--- config.mk ---
export PLATFORM = sky130hd
export DESIGN_NAME = ex_stage
export DESIGN_NICKNAME = d
export VERILOG_FILES = /design/src/rtl/ex_stage_pkg.sv /design/src/rtl/ex_div.sv /design/src/rtl/ex_stage.sv
export SDC_FILE = /design/constraint.sdc
export NUM_CORES = 2
export LEC_CHECK = 0
export CORE_MARGIN = 2
export CORE_UTILIZATION = 25
export CTS_CLUSTER_SIZE = 40
export DETAILED_ROUTE_END_ITERATION = 8
export SYNTH_ARGS = -nofsm -noshare
export SYNTH_HDL_FRONTEND = slang
export SYNTH_SLANG_ARGS = --single-unit
--- constraint.sdc ---
create_clock -name clk -period 40.2 [get_ports clk]
set_clock_uncertainty 0.1 [all_clocks]
set_input_delay 10.05 -clock clk [delete_from_list [all_inputs] [get_ports clk]]
set_output_delay 10.05 -clock clk [all_outputs]
set_load 0.01 [all_outputs]
--- src/rtl/ex_stage_pkg.sv ---
// ex_stage_pkg: EX-stage bus widths, aluop/alufun encodings, divider state type and an abs helper
package ex_stage_pkg;
   localparam int REG_W = 32;
   localparam int ALUOP_W = 3;
   localparam int ALUFUN_W = 4;
   localparam int REGADDR_W = 5;
   localparam logic [ALUOP_W-1:0] OP_NOP = 3'd0;
   localparam logic [ALUOP_W-1:0] OP_LOGIC = 3'd1;
   localparam logic [ALUOP_W-1:0] OP_SHIFT = 3'd2;
   localparam logic [ALUOP_W-1:0] OP_ARITH = 3'd3;
   localparam logic [ALUOP_W-1:0] OP_MULDIV = 3'd4;
   localparam logic [ALUFUN_W-1:0] F_AND = 4'd0;
   localparam logic [ALUFUN_W-1:0] F_OR = 4'd1;
   localparam logic [ALUFUN_W-1:0] F_XOR = 4'd2;
   localparam logic [ALUFUN_W-1:0] F_SLL = 4'd0;
   localparam logic [ALUFUN_W-1:0] F_SRL = 4'd1;
   localparam logic [ALUFUN_W-1:0] F_SRA = 4'd2;
   localparam logic [ALUFUN_W-1:0] F_ADD = 4'd0;
   localparam logic [ALUFUN_W-1:0] F_SUB = 4'd1;
   localparam logic [ALUFUN_W-1:0] F_SLT = 4'd2;
   localparam logic [ALUFUN_W-1:0] F_SLTU = 4'd3;
   localparam logic [ALUFUN_W-1:0] F_MUL = 4'd0;
   localparam logic [ALUFUN_W-1:0] F_MULH = 4'd1;
   localparam logic [ALUFUN_W-1:0] F_MULHSU = 4'd2;
   localparam logic [ALUFUN_W-1:0] F_MULHU = 4'd3;
   localparam logic [ALUFUN_W-1:0] F_DIV = 4'd4;
   localparam logic [ALUFUN_W-1:0] F_DIVU = 4'd5;
   localparam logic [ALUFUN_W-1:0] F_REM = 4'd6;
   localparam logic [ALUFUN_W-1:0] F_REMU = 4'd7;
   typedef enum logic [1:0] {DIV_IDLE = 2'd0, DIV_BUSY = 2'd1, DIV_DONE = 2'd2} div_state_e;
   function automatic logic [REG_W-1:0] abs_val(input logic sgn, input logic [REG_W-1:0] v);
      return (sgn && v[REG_W-1]) ? -v : v;
   endfunction
endpackage

--- src/rtl/ex_div.sv ---
// ex_div: 32-step restoring divider; in: clk rst start sgn dividend divisor abort; out: busy done quotient remainder
module ex_div
   import ex_stage_pkg::*;
(
   input  logic             clk,
   input  logic             rst,
   input  logic             start,
   input  logic             sgn,
   input  logic [REG_W-1:0] dividend,
   input  logic [REG_W-1:0] divisor,
   input  logic             abort,
   output logic             busy,
   output logic             done,
   output logic [REG_W-1:0] quotient,
   output logic [REG_W-1:0] remainder
);
   div_state_e state;
   logic [4:0] cnt;
   logic [REG_W-1:0] quo, rem, dvs;
   logic neg_q, neg_r, ge;
   logic [REG_W:0] t;
   assign t = {rem, quo[REG_W-1]};
   assign ge = t >= {1'b0, dvs};
   assign busy = state == DIV_BUSY;
   assign done = state == DIV_DONE;
   assign quotient = neg_q ? -quo : quo;
   assign remainder = neg_r ? -rem : rem;
   always_ff @(posedge clk) begin
      if (rst) begin
         state <= DIV_IDLE;
         cnt <= '0;
         quo <= '0;
         rem <= '0;
         dvs <= '0;
         neg_q <= 1'b0;
         neg_r <= 1'b0;
      end else if (abort) begin
         state <= DIV_IDLE;
      end else begin
         case (state)
            DIV_IDLE: if (start) begin
               state <= DIV_BUSY;
               cnt <= '0;
               quo <= abs_val(sgn, dividend);
               dvs <= abs_val(sgn, divisor);
               rem <= '0;
               neg_q <= sgn & (dividend[REG_W-1] ^ divisor[REG_W-1]);
               neg_r <= sgn & dividend[REG_W-1];
            end
            DIV_BUSY: begin
               quo <= {quo[REG_W-2:0], ge};
               rem <= ge ? t[REG_W-1:0] - dvs : t[REG_W-1:0];
               cnt <= cnt + 5'd1;
               if (cnt == 5'd31) state <= DIV_DONE;
            end
            default: state <= DIV_IDLE;
         endcase
      end
   end
endmodule

--- src/rtl/ex_stage.sv ---
// ex_stage: execute stage ALU/shift/mul with iterative divide; in: clk rst aluop_i alufun_i reg1_i reg2_i wd_i wreg_i flush_i; out: wd_o wreg_o wdata_o stallreq_o
module ex_stage
   import ex_stage_pkg::*;
(
   input  logic                 clk,
   input  logic                 rst,
   input  logic [ALUOP_W-1:0]   aluop_i,
   input  logic [ALUFUN_W-1:0]  alufun_i,
   input  logic [REG_W-1:0]     reg1_i,
   input  logic [REG_W-1:0]     reg2_i,
   input  logic [REGADDR_W-1:0] wd_i,
   input  logic                 wreg_i,
   input  logic                 flush_i,
   output logic [REGADDR_W-1:0] wd_o,
   output logic                 wreg_o,
   output logic [REG_W-1:0]     wdata_o,
   output logic                 stallreq_o
);
   logic [REG_W-1:0] a, b, logic_res, shift_res, arith_res, mul_res, div_res, md_res, res, quo, rem;
   logic [2*REG_W-1:0] ea, eb, prod;
   logic div_op, sgn, is_rem, zero_div, ovf, start, busy, done;
   assign a = reg1_i;
   assign b = reg2_i;
   assign logic_res = alufun_i == F_AND ? a & b :
                      alufun_i == F_OR  ? a | b :
                      alufun_i == F_XOR ? a ^ b : '0;
   assign shift_res = alufun_i == F_SLL ? a << b[4:0] :
                      alufun_i == F_SRL ? a >> b[4:0] :
                      alufun_i == F_SRA ? REG_W'($signed(a) >>> b[4:0]) : '0;
   assign arith_res = alufun_i == F_ADD  ? a + b :
                      alufun_i == F_SUB  ? a - b :
                      alufun_i == F_SLT  ? {31'b0, $signed(a) < $signed(b)} :
                      alufun_i == F_SLTU ? {31'b0, a < b} : '0;
   assign ea = {{REG_W{alufun_i != F_MULHU && a[REG_W-1]}}, a};
   assign eb = {{REG_W{alufun_i == F_MULH && b[REG_W-1]}}, b};
   assign prod = ea * eb;
   assign mul_res = alufun_i == F_MUL ? prod[REG_W-1:0] : prod[2*REG_W-1:REG_W];
   assign div_op = aluop_i == OP_MULDIV && alufun_i[3:2] == 2'b01;
   assign sgn = alufun_i == F_DIV || alufun_i == F_REM;
   assign is_rem = alufun_i == F_REM || alufun_i == F_REMU;
   assign zero_div = b == '0;
   assign ovf = sgn && a == 32'h8000_0000 && b == '1;
   assign start = div_op && !zero_div && !ovf && !flush_i;
   assign div_res = zero_div ? (is_rem ? a : '1) :
                    ovf      ? (is_rem ? '0 : 32'h8000_0000) :
                    (done && !flush_i) ? (is_rem ? rem : quo) : '0;
   assign md_res = alufun_i[3] ? '0 : alufun_i[2] ? div_res : mul_res;
   assign res = aluop_i == OP_LOGIC  ? logic_res :
                aluop_i == OP_SHIFT  ? shift_res :
                aluop_i == OP_ARITH  ? arith_res :
                aluop_i == OP_MULDIV ? md_res : '0;
   assign stallreq_o = !rst && !flush_i && (busy || (start && !done));
   assign wdata_o = (rst || stallreq_o) ? '0 : res;
   assign wd_o = rst ? '0 : wd_i;
   assign wreg_o = !rst && !stallreq_o && wreg_i;
   ex_div u_div (
      .clk(clk),
      .rst(rst),
      .start(start),
      .sgn(sgn),
      .dividend(a),
      .divisor(b),
      .abort(flush_i),
      .busy(busy),
      .done(done),
      .quotient(quo),
      .remainder(rem)
   );
endmodule

=== Word-level counts from Yosys, hierarchy flattened ===
Index checks and enable logic that the tools add are counted.

* Input bits: 80
* Memory bits (writable): 0
* Register bits after elaboration: 105
* Memory bits (read-only): 0
* Bits in latches: 0
* Memories kept: 0
* Output and inout port bits: 39

* Mux-type cells: 39
* Magnitude comparators: 3
* Divide/modulo/power cells: 0
* $mul: 1
* Bitwise operators: 7
* Reductions and logical operators: 34
* Equal/unequal tests: 19
* Shift-type cells: 3
* $add $sub $neg: 8

{| class="wikitable"
|+ Operators by type and width
! cell !! number
|-
| 32-bit two-way mux || 29
|-
| 32-bit negation || 4
|-
| 32-bit one-hot mux with 2 select lines || 2
|-
| 32-bit == test (second input constant) || 2
|-
| 32-bit < comparator || 2
|-
| 33-bit by 33-bit multiplier with 64-bit output || 1
|-
| 32-bit subtractor || 2
|-
| 33-bit by 32-bit greater-or-equal comparator with 1-bit output || 1
|-
| 32-bit adder || 1
|-
| 32-bit bitwise AND || 1
|-
| 32-bit zero test || 1
|-
| 32-bit OR || 1
|-
| 32-bit by 5-bit left shift with 32-bit output || 1
|-
| 32-bit by 5-bit >> shifter with 32-bit output || 1
|-
| 32-bit by 5-bit >>> shifter with 32-bit output || 1
|-
| 32-bit XOR || 1
|-
| 1-bit logical AND || 16
|-
| 4-bit by 3-bit == test with 1-bit output (second input constant) || 3
|-
| 5-bit two-way mux || 2
|-
| 5-bit one-hot mux with 2 select lines || 1
|-
| 4-bit by 2-bit == test with 1-bit output (second input constant) || 2
|-
| 3-bit by 2-bit == test with 1-bit output (second input constant) || 2
|-
| 1-bit zero test || 6
|-
| 3-bit AND reduction || 2
|-
| 22 further kinds || 29
|}

=== Depth between registers and ports, before layout ===
* Depth after elaboration: 13
* Mapped depth: 35

=== Hierarchy ===
From an unflattened synthesis, not the netlist that was laid out.

* Cells, all modules: 6998
* Area, all modules: 56038.7 um^2

{| class="wikitable"
|+ Modules (own cells, without submodules)
! module !! area each (um^2) !! cells each !! sequential area each (um^2) !! instances
|-
| ex_stage || 47555.6 || 5871 || 0.0 || 1
|-
| ex_div || 8483.1 || 1127 || 2102.0 || 1
|}

=== Worst setup path before layout ===
Ideal clock, no wire load.

* Path kind: input-to-output
* From: input port reg2_i[0]
* To: output port wdata_o[28]
* Data required time: 30.050 ns
* Stages: 31
* Path slack: 10.887 ns
* Arrival time: 19.163 ns
* Buffers on the path: 5
* Path through: buf_2 -> buf_2 -> clkbuf_1 -> clkbuf_1 -> clkbuf_1 -> nand3_1 -> inv_1 -> fa_1 -> fa_1 -> fa_1 -> inv_1 -> fa_1 -> inv_1 -> fa_1 -> fa_1 -> inv_1 -> fa_1 -> fa_1 -> inv_1 -> ha_1 -> a21oi_1 -> o21bai_1 -> a21o_1 -> a21o_1 -> a221o_1 -> o31ai_1 -> o21ai_0 -> a221oi_1 -> mux2_2 -> o211ai_1 -> o2bb2ai_1

* Word-level cells in the longest chain between the ends: 11
* Elaborated cells between the ends (all ways): 33
* Those cells by class: 2 x add/sub; 1 x mul; 1 x eq/ne; 3 x shift; 15 x mux; 11 x reduce/logical

{| class="wikitable"
|+ RTL lines
! element !! line !! source
|-
| start: declaration || ex_stage.sv:10 || <nowiki>input logic [REG_W-1:0] reg2_i,</nowiki>
|-
| parallel branches: the longest is 10 deep, another holds 33-bit by 33-bit multiplier with 64-bit output || - ||
|-
| 32-bit two-way mux (*) || ex_stage.sv:53 || <nowiki>assign wdata_o = (rst || stallreq_o) ? '0 : res;</nowiki>
|-
| end: declaration || ex_stage.sv:16 || <nowiki>output logic [REG_W-1:0] wdata_o,</nowiki>
|}

Every way passes the cells marked *.

=== Worst setup path in the final report ===
* From: input port alufun_i[2]
* To: output port wdata_o[20]

* Word-level cells in the longest chain between the ends: 13
* Elaborated cells between the ends (all ways): 45
* Those cells by class: 1 x mul; 7 x eq/ne; 21 x mux; 16 x reduce/logical

{| class="wikitable"
|+ RTL lines
! element !! line !! source
|-
| start: declaration || ex_stage.sv:8 || <nowiki>input logic [ALUFUN_W-1:0] alufun_i,</nowiki>
|-
| parallel branches: the longest is 12 deep, another holds 33-bit by 33-bit multiplier with 64-bit output || - ||
|-
| 32-bit two-way mux (*) || ex_stage.sv:53 ||
|}

Marks and branches as above.

==> results.py <==
metrics = {
    "synth": {
        "yosys_warnings": 0,
        "synth.distinct_cells": 94,
        "syn_nets": 8495,
        "avgSynthCellArea_um2": 8.039,
        "synth_ff_type": "dfxtp_1",
        "synth_edf_count": 0,
        "ys_seq_area_frac": 0.03768,
        "synthCells": 6939,
        "syn_area_um2": 55790,
        "synth-seq-cells": 105,
        "ys_async_sr_fraction": 0,
    },
    "timing": {
        "max_slew_margin": 0.06638,
        "tns_ns": 0,
        "max_slew.worst_pin.slew_ns": 1.399,
        "rsz0062_at_grt": "false",
        "post-route-min-period_ns": 32.36,
        "max_freq_mhz": 30.91,
        "fin_ws_ns": 7.843,
        "post-route-period-util": 0.8049,
        "finalMaxSlewViolations": 0,
        "setup_viol": 0,
        "hold_viol_final": 0,
    },
    "floorplan": {
        "dieArea_um2": 226900,
        "core.rowCount": 173,
        "core_area_um2": 222100,
        "io_pins": 119,
        "die_w_um": 476.4,
        "die_y_um": 476.4,
        "initial_core_util": 0.2512,
    },
    "finish": {
        "final_common_cell": "inv_1",
        "final_util": 0.2722,
        "area_growth_pct": 8.352,
        "multiInputGateArea_um2": 47060,
        "layout.nets": 8370,
        "final_cell_mix": "inv_1 (1277), fa_1 (1128), nand2_1 (1035), nor2_1 (650), ha_1 (348)",
        "fill_cells": 24180,
        "seqCellArea_um2": 2102,
        "drive_above_1_share": 0.05470,
        "stdcell_count": 9812,
    },
    "global_routing": {
        "grtUsageTotal": 0.2355,
        "grt_first_pass_wirelength_um": 389200,
        "antenna_found_initial": 28,
        "first_global_vias": 52860,
        "grt_overflow": 0,
        "grt_max_degree": 87,
    },
    "setup_path": {
        "cp_max_fo": 17,
        "path_buf_inv": 11,
        "startpoint_type": "primary input",
        "cpMostUsedCell": "fa_1",
        "crit_type": "in -> out",
        "cp-end-kind": "output port",
        "slowest_stage": "fa_1",
        "critical_path.max_stage_delay_ns": 0.92,
        "crit_arrival_ns": 22.21,
        "cpLargestDelayFamily": "adder cells",
        "required_ns": 30.05,
    },
    "clock_tree": {
        "cts_hold_buf": 0,
        "clockBufferDepth": 2,
        "cts_buffers": 9,
        "cts_setup_buffers": 0,
        "cts_tree": "yes",
        "clk_pin_slew_ns": 0.07,
        "insertion_delay_ns": 0.37,
        "htree_levels": 3,
        "clkSinkCount": 105,
        "clockRootBuffer": "clkbuf_16",
        "cts_resized": 0,
    },
    "worst_hold_path": {
        "hp-class": "reg -> reg",
    },
    "place": {
        "placedCellCount": 9778,
        "place_congestion": 1.073,
        "pre_cts_ws_ns": 8.089,
        "place_hpwl_um": 212700,
        "port_buffers": 118,
    },
    "route": {
        "dr.first_iter.drc_count": 6080,
        "ant_nets": 0,
        "vias_per_cell": 5.353,
        "vias": 52530,
        "wl_um": 273000,
        "wire_per_inst_um": 27.82,
        "dr.pass1.iters": 6,
        "drc": 0,
    },
    "outcome": {
        "outcome": "completed",
    },
    "run": {
        "drv_cap": 0,
    },
}
-- through the flow --
| step | hold WS (ns) | area [um2] |
|---|---|---|
| 2_1_floorplan | 0.3319 | 55790 |
| 3_3_place_gp | 0.3447 | 60120 |
| 3_5_place_dp | 0.3527 | 60120 |
| 4_1_cts | 0.3612 | 60400 |
| 5_1_grt | 0.3939 | 60410 |
| 6_report | 0.3588 | 60450 |
-- flip-flops by register name, summed over array words and instances (netlist names) --
signal and cells:
u_div.cnt 5, u_div.dvs 32, u_div.neg_q 1, u_div.neg_r 1, u_div.quo 32, u_div.rem 32
u_div.state 2
-- logic make-up after synthesis --
| group | synth area share |
|---|---|
| buffers and inverters | 0.1199 |
| AOI/OAI and AO/OA | 0.1354 |
| adders and majority gates | 0.4830 |
| and+or+nand+nor | 0.1561 |
| DFF | 0.03768 |
| muxes | 0.03095 |
| xor gates and xnor gates | 0.03689 |
-- path summary, 6_finish.rpt --
| path | end | cells past startpoint | slack (ns) | startpoint |
|---|---|---|---|---|
| setup / recovery | wdata_o[20] | 32 | 7.84 | alufun_i[2] |
| hold / removal | u_div.dvs[26] | 2 | 0.36 | u_div.dvs[26] |
| setup reg to reg | u_div.rem[3] | 12 | 35.86 | u_div.rem[0] |
| hold reg to reg | u_div.dvs[26] | 2 | 0.36 | u_div.dvs[26] |
-- layer usage --
layer	vias to the layer above	track usage	routed length (um)
li1	21640	-	-
met1	26610	0.2864	100100
met2	3383	0.3562	117400
met3	877	0.07076	31910
met4	20	0.1635	23540
met5	-	0	146
-- synth_stat cells, drive strengths merged, types with 8 or more instances --
library cell | count | area, um2
inv | 1291 | 4846
fa | 1128 | 22580
nand2 | 1036 | 3891
nor2 | 657 | 2481
ha | 348 | 4354
a21oi | 344 | 1722
clkbuf | 335 | 1369
o21ai | 277 | 1386
xnor2 | 172 | 1506
buf | 107 | 424.2
dfxtp | 105 | 2102
nor3 | 99 | 500.5
a211oi | 93 | 703.2
xor2 | 63 | 551.8
mux2i | 60 | 600.6
a21o | 55 | 412.9
nand3 | 53 | 270.3
o31ai | 49 | 381.6
mux4 | 48 | 1081
a31oi | 45 | 281.5
nand4 | 36 | 225.2
or3 | 33 | 216.5
a22oi | 30 | 225.2
nand2b | 29 | 181.4
o21a | 28 | 210.2
o22ai | 28 | 175.2
o211ai | 27 | 202.7
a221oi | 24 | 210.2
nor2b | 24 | 150.1
o21bai | 24 | 180.2
o221ai | 22 | 192.7
or4 | 22 | 178.9
nor4 | 19 | 118.9
and3 | 18 | 112.6
o41ai | 17 | 156.4
or2 | 15 | 96.35
clkinv | 14 | 52.55
a311oi | 12 | 105.1
a211o | 11 | 96.34
o311ai | 11 | 96.34
and2 | 10 | 62.56
o311a | 9 | 90.09
a221o | 8 | 80.08
o31a | 8 | 70.07
-- cell type report --
cell class,count,share of cell area
clock inverter,5,0.0005175
antenna,18,0.0007452
timing repair buffer,306,0.03879
multi-input combinational,5087,0.7785
sequential,105,0.03478
tap,2975,0.06158
clock buffer,11,0.004016
inverter,1305,0.08104
-- tightest hold or removal path, cell delays in order, from the launching register on --
cell and delay, ns:
dfxtp_1 0.32, nand2_1 0.05, a21oi_1 0.05
Power is left out: the tool's default activity adds up to more than one toggle a clock period on the data nets, which glitch-free logic cannot reach.
